<file path="src/rtl/interp_coord_gen_pkg.sv">
// Shared definitions for the interpolation coordinate generator:
// FSM state encoding, neighbour-phase constants and coordinate limits.
package interp_coord_pkg;

  typedef enum logic [1:0] {
    IDLE = 2'd0,
    RUN  = 2'd1,
    FIN  = 2'd2
  } state_t;

  // Neighbour phase; the two bits map directly onto {sel_y, sel_x}.
  localparam logic [1:0] PH_00 = 2'd0;
  localparam logic [1:0] PH_01 = 2'd1;
  localparam logic [1:0] PH_10 = 2'd2;
  localparam logic [1:0] PH_11 = 2'd3;

  // Default coordinate width and its signed limits.
  localparam int COORD_W_DEF = 8;
  localparam logic [COORD_W_DEF-1:0] COORD_MAX = 8'h7f;
  localparam logic [COORD_W_DEF-1:0] COORD_MIN = 8'h80;

endpackage

</file>
<file path="src/rtl/interp_coord_gen_incr_sat.sv">
// Combinational signed coordinate plus unsigned offset, saturating at the
// positive limit. Offsets are never negative, so the sum can only overflow
// upwards and the lower limit needs no clamp.
module coord_incr_sat #(
  parameter int W  = 8,
  parameter int OW = 1
) (
  input  logic [W-1:0]  a,
  input  logic [OW-1:0] b,
  output logic [W-1:0]  y
);

  localparam int SW = W + OW + 1;

  logic [SW-1:0] sum_s;
  logic          ovf_s;

  // Widened add, then clamp to the largest positive value on overflow.
  always_comb begin
    sum_s = {{(OW + 1){a[W-1]}}, a} + {{(W + 1){1'b0}}, b};
    ovf_s = ~sum_s[SW-1] & (|sum_s[SW-2:W-1]);
    if (ovf_s) begin
      y = {1'b0, {(W - 1){1'b1}}};
    end else begin
      y = sum_s[W-1:0];
    end
  end

endmodule

</file>
<file path="src/rtl/interp_coord_gen.sv">
// Coordinate-select producer: scans a BLOCK_W x BLOCK_H block from a signed
// base and issues four neighbour beats per pixel over valid/ready. All
// outputs come straight from registers.
module interp_coord_gen
  import interp_coord_pkg::*;
#(
  parameter int BLOCK_W = 8,
  parameter int BLOCK_H = 8,
  parameter int COORD_W = COORD_W_DEF
) (
  input  logic               clk,
  input  logic               rst,
  input  logic               start,
  input  logic [COORD_W-1:0] x_base,
  input  logic [COORD_W-1:0] y_base,
  input  logic               ready,
  output logic               valid,
  output logic [COORD_W-1:0] x_orig,
  output logic [COORD_W-1:0] x_inc,
  output logic [COORD_W-1:0] y_orig,
  output logic [COORD_W-1:0] y_inc,
  output logic               sel_x,
  output logic               sel_y,
  output logic               busy,
  output logic               done
);

  localparam int CW = (BLOCK_W > 1) ? $clog2(BLOCK_W) : 1;
  localparam int RW = (BLOCK_H > 1) ? $clog2(BLOCK_H) : 1;
  localparam logic [CW-1:0] COL_LAST = CW'(BLOCK_W - 1);
  localparam logic [RW-1:0] ROW_LAST = RW'(BLOCK_H - 1);

  state_t             state_r, state_s;
  logic [CW-1:0]      col_r, col_s;
  logic [RW-1:0]      row_r, row_s;
  logic [1:0]         phase_r, phase_s;
  logic [COORD_W-1:0] x_base_r, x_base_s;
  logic [COORD_W-1:0] y_base_r, y_base_s;
  logic               fire_s, last_s;

  logic [COORD_W-1:0] x_orig_s, x_inc_s, y_orig_s, y_inc_s;

  logic               valid_r, busy_r, done_r, sel_x_r, sel_y_r;
  logic [COORD_W-1:0] x_orig_r, x_inc_r, y_orig_r, y_inc_r;

  assign fire_s = valid_r & ready;
  assign last_s = (row_r == ROW_LAST) && (col_r == COL_LAST) && (phase_r == PH_11);

  // Next-state and scan-counter advance; counters move only on a transfer.
  always_comb begin
    state_s  = state_r;
    col_s    = col_r;
    row_s    = row_r;
    phase_s  = phase_r;
    x_base_s = x_base_r;
    y_base_s = y_base_r;
    case (state_r)
      IDLE: begin
        if (start) begin
          state_s  = RUN;
          col_s    = {CW{1'b0}};
          row_s    = {RW{1'b0}};
          phase_s  = PH_00;
          x_base_s = x_base;
          y_base_s = y_base;
        end else begin
          state_s = IDLE;
        end
      end
      RUN: begin
        if (fire_s) begin
          if (last_s) begin
            state_s = FIN;
          end else if (phase_r != PH_11) begin
            phase_s = phase_r + 2'd1;
          end else begin
            phase_s = PH_00;
            if (col_r == COL_LAST) begin
              col_s = {CW{1'b0}};
              row_s = row_r + RW'(1'b1);
            end else begin
              col_s = col_r + CW'(1'b1);
            end
          end
        end else begin
          state_s = RUN;
        end
      end
      FIN: begin
        state_s = IDLE;
      end
      default: begin
        state_s = IDLE;
      end
    endcase
  end

  // Coordinates for the beat that will be presented after this edge.
  coord_incr_sat #(.W(COORD_W), .OW(CW)) u_x_orig (.a(x_base_s), .b(col_s), .y(x_orig_s));
  coord_incr_sat #(.W(COORD_W), .OW(RW)) u_y_orig (.a(y_base_s), .b(row_s), .y(y_orig_s));
  coord_incr_sat #(.W(COORD_W), .OW(1))  u_x_inc  (.a(x_orig_s), .b(1'b1),  .y(x_inc_s));
  coord_incr_sat #(.W(COORD_W), .OW(1))  u_y_inc  (.a(y_orig_s), .b(1'b1),  .y(y_inc_s));

  // State, scan counters and latched bases.
  always_ff @(posedge clk or posedge rst) begin
    if (rst) begin
      state_r  <= IDLE;
      col_r    <= {CW{1'b0}};
      row_r    <= {RW{1'b0}};
      phase_r  <= PH_00;
      x_base_r <= {COORD_W{1'b0}};
      y_base_r <= {COORD_W{1'b0}};
    end else begin
      state_r  <= state_s;
      col_r    <= col_s;
      row_r    <= row_s;
      phase_r  <= phase_s;
      x_base_r <= x_base_s;
      y_base_r <= y_base_s;
    end
  end

  // Output registers; a stalled beat reloads identical values, so it holds.
  always_ff @(posedge clk or posedge rst) begin
    if (rst) begin
      valid_r  <= 1'b0;
      busy_r   <= 1'b0;
      done_r   <= 1'b0;
      sel_x_r  <= 1'b0;
      sel_y_r  <= 1'b0;
      x_orig_r <= {COORD_W{1'b0}};
      x_inc_r  <= {COORD_W{1'b0}};
      y_orig_r <= {COORD_W{1'b0}};
      y_inc_r  <= {COORD_W{1'b0}};
    end else if (state_s == RUN) begin
      valid_r  <= 1'b1;
      busy_r   <= 1'b1;
      done_r   <= 1'b0;
      sel_x_r  <= phase_s[0];
      sel_y_r  <= phase_s[1];
      x_orig_r <= x_orig_s;
      x_inc_r  <= x_inc_s;
      y_orig_r <= y_orig_s;
      y_inc_r  <= y_inc_s;
    end else begin
      valid_r  <= 1'b0;
      busy_r   <= 1'b0;
      done_r   <= (state_s == FIN);
      sel_x_r  <= 1'b0;
      sel_y_r  <= 1'b0;
      x_orig_r <= {COORD_W{1'b0}};
      x_inc_r  <= {COORD_W{1'b0}};
      y_orig_r <= {COORD_W{1'b0}};
      y_inc_r  <= {COORD_W{1'b0}};
    end
  end

  assign valid  = valid_r;
  assign busy   = busy_r;
  assign done   = done_r;
  assign sel_x  = sel_x_r;
  assign sel_y  = sel_y_r;
  assign x_orig = x_orig_r;
  assign x_inc  = x_inc_r;
  assign y_orig = y_orig_r;
  assign y_inc  = y_inc_r;

endmodule

</file>
<file path="config.mk">
export PLATFORM = sky130hd
export DESIGN_NAME = interp_coord_gen
export DESIGN_NICKNAME = d
export VERILOG_FILES = /design/src/rtl/interp_coord_gen_pkg.sv /design/src/rtl/interp_coord_gen_incr_sat.sv /design/src/rtl/interp_coord_gen.sv
export SDC_FILE = /design/constraint.sdc
export NUM_CORES = 1
export LEC_CHECK = 0
export ABC_AREA = 1
export BUFFER_PORTS_ARGS = -buffer_cell sky130_fd_sc_hd__buf_2
export CAP_MARGIN = 10
export CORE_MARGIN = 2
export CORE_UTILIZATION = 30
export DETAILED_ROUTE_END_ITERATION = 12
export PLACE_DENSITY = 0.57
export SLEW_MARGIN = 10
export SYNTH_ARGS = -nofsm -noshare
export SYNTH_HDL_FRONTEND = slang
export SYNTH_HIERARCHICAL = 1
export SYNTH_SLANG_ARGS = --single-unit
</file>
<file path="constraint.sdc">
create_clock -name clk -period 3.7 [get_ports clk]
set_clock_uncertainty 0.05 [all_clocks]
set_input_delay 0.185 -clock clk [delete_from_list [all_inputs] [get_ports clk]]
set_output_delay 0.185 -clock clk [all_outputs]
set_load 0.02 [all_outputs]
</file>
==> impl_metrics.py <==
metrics = {
    "timing": {
        "rsz0062_at_grt": "false",
        "period_share": 0.926,
        "fin_crit_ns": 3.43,
        "maxSlewViolCount": 0,
        "worst-slew-pin-transition_ns": 0.707,
        "setup_violations": 0,
        "final_hold_viol_count": 0,
        "max_slew_margin": 0.524,
        "max_clock_freq_mhz": 292,
        "tns_ns": 0,
    },
    "global_routing": {
        "globalRouteOverflowTotal": 0,
        "grt_max_degree": 37,
        "antenna_found_initial": 0,
        "grtUsageTotal": 0.126,
        "grt_pass1_wl_mm": 12.8,
        "grt_pass1_vias": 2877,
    },
    "placed_design": {
        "dp.final_hpwl_mm": 5.69,
        "portBuffers": 56,
        "place.gp.congestion": 0.855,
        "place_inst": 632,
        "placed_area_um2": 4080,
    },
    "cts": {
        "cts_buffer_depth": 2,
        "clock-sinks": 62,
        "cts_inserted_buffers": 9,
        "clock-root-buffer": "clkbuf_16",
        "h-tree-depth": 3,
        "insertion_delay_ns": 0.33,
        "clk_pin_slew_ns": 0.05,
        "cts_tree": "done",
    },
    "layout": {
        "regArea_um2": 1550,
        "antennaDiodeCount": 0,
        "multiInputGateArea_um2": 1740,
        "area_delta_synth_final_pct": 21.8,
        "design_area_um2": 4410,
        "layout-drive-gt1-share": 0.286,
        "finalNonFillerCells": 651,
        "final_common_cell": "nand2_1",
        "fillerInstances": 1263,
        "finalNetCount": 536,
        "final_cell_mix": "nand2_1 (88), inv_1 (78), dfrtp_1 (62), buf_2 (56), nand3_1 (36)",
    },
    "floorplan": {
        "die_w_um": 114,
        "num_rows": 40,
        "die_area_um2": 13000,
        "initial_core_util": 0.304,
        "fp.dieH_um": 114,
        "ios": 57,
        "core_area_um2": 11900,
    },
    "worst_setup_path": {
        "max_stage_delay_ns": 0.40,
        "slowest_stage": "dfrtp_1",
        "path_delay_family": "adder cells",
        "cp_num_buf_inv": 2,
        "worstPathMaxFanout": 7,
        "crit_path_frequent_cell": "nand2_1",
        "cp-end-kind": "flip-flop",
        "required_ns": 3.86,
        "arrival_ns": 3.59,
        "crit_type": "reg2reg",
        "crit_path_start_kind": "flip-flop",
    },
    "routing": {
        "drtPass1Iterations": 4,
        "drt_iter0_drc": 104,
        "ant_nets": 0,
        "wl_per_cell_um": 11.5,
        "vias": 2883,
        "drc_errors": 0,
        "via_per_inst": 4.43,
        "finalWirelength_mm": 7.47,
    },
    "yosys": {
        "syn_area_um2": 3620,
        "yosysSeqAreaShare": 0.428,
        "yosysWarnings": 6,
        "yosysUniqueCellTypes": 30,
        "synth_area_per_cell_um2": 8.45,
        "syn_inst": 429,
        "synth_seq_cells": 62,
    },
    "worst_hold_path": {
        "hp-class": "in2reg",
    },
    "power_and_ir_drop": {
        "irDropWorstVdd_v": 0.000234,
        "p_leak_nw": 2.54,
        "p_per_area_nw_per_um2": 474,
        "power_mw": 2.09,
    },
    "run_status": {
        "outcome": "completed",
    },
    "run": {
        "cap_violations": 0,
    },
}
worst register-to-register path, delay by kind of cell (launching register included):
kind	cells	cell delay [ns]
and+or+nand+nor	18	1.31
adders and majority gates	6	1.41
buffers and inverters	2	0.13
DFF	1	0.40
synth_stat cells, drive strengths merged:
| library cell | n | area share |
|---|---|---|
| nor2 | 53 | 0.087 |
| o21ai | 17 | 0.023 |
| nand3 | 39 | 0.057 |
| conb | 1 | 0.0010 |
| ha | 15 | 0.052 |
| xnor2 | 4 | 0.0097 |
| dfrtp | 62 | 0.43 |
| and3 | 4 | 0.0069 |
| xor2 | 2 | 0.0048 |
| a21oi | 2 | 0.0028 |
| fa | 2 | 0.011 |
| nand3b | 17 | 0.047 |
| nand2 | 108 | 0.13 |
| buf | 8 | 0.017 |
| o21bai | 2 | 0.0041 |
| o211ai | 1 | 0.0021 |
| nand4 | 9 | 0.028 |
| inv | 83 | 0.086 |
flip-flops by register name, summed over array words and instances (netlist names):
| signal | count |
|---|---|
| row_r | 3 |
| x_orig | 8 |
| y_orig | 8 |
| sel_y | 1 |
| state_r | 2 |
| done | 1 |
| y_inc | 8 |
| sel_x | 1 |
| y_base_r | 8 |
| col_r | 3 |
| busy | 1 |
| x_base_r | 8 |
| phase_r | 2 |
| x_inc | 8 |
routing by layer:
metal,vias to the layer above,track usage,wire length (µm)
met4,0,0.0732,184
met3,13,0.0271,302
li1,1466,-,-
met5,-,0,0
met1,1361,0.152,3320
met2,43,0.210,3660
repair_timing:
| item | CTS | global route |
|---|---|---|
| setup endpoints to repair | 0 | 16 |
| buffers inserted | 0 | 2 |
| hold buffers | 1 | 0 |
| gates resized for setup | 0 | 17 |
| endpoints found under the hold margin | 28 | 0 |
layout make-up:
type / instances / area share
clock inverter: 5 / 0.00567
multi-input combinational: 277 / 0.395
tap: 147 / 0.0417
timing repair buffer: 66 / 0.0811
clock buffer: 11 / 0.0550
sequential: 62 / 0.351
inverter: 83 / 0.0706
stage by stage:
step,setup WS [ns],hold slack (ns),util
2_1_floorplan,0.337,0.319,-
3_3_place_gp,0.159,0.232,0.343
3_5_place_dp,0.0613,0.245,0.343
4_1_cts,0.0542,0.129,0.366
5_1_grt,0.0151,0.124,0.371
6_report,0.273,0.0920,0.371
final timing paths:
check	endpoint	slack [ns]	depth (start not counted)	start
setup reg to reg	x_inc[4]$_DFF_PP0_	0.27	26	col_r[0]$_DFF_PP0_
setup / recovery	x_inc[4]$_DFF_PP0_	0.27	26	col_r[0]$_DFF_PP0_
hold / removal	y_base_r[0]$_DFF_PP0_	0.09	3	y_base[0]
hold reg to reg	x_base_r[0]$_DFF_PP0_	0.46	2	x_base_r[0]$_DFF_PP0_
max in group asynchronous	state_r[0]$_DFF_PP0_	2.31	4	rst
min in group asynchronous	x_inc[6]$_DFF_PP0_	0.42	3	rst
cells by family (layout without fill, tap and decap cells):
family | Yosys count | after routing | synth area share
simple gates | 230 | 230 | 0.358
buf+inv | 91 | 165 | 0.103
flops | 62 | 62 | 0.428
compound gates | 22 | 22 | 0.0325
fa+ha+maj | 17 | 17 | 0.0628
xor+xnor | 6 | 6 | 0.0145
other cells | 1 | 2 | 0.00103
power breakdown:
group / internal (mW) / switching (mW)
registers: 0.765 / 0.0326
logic: 0.216 / 0.323
clock network: 0.464 / 0.290
(Power assumes the default switching activity.)
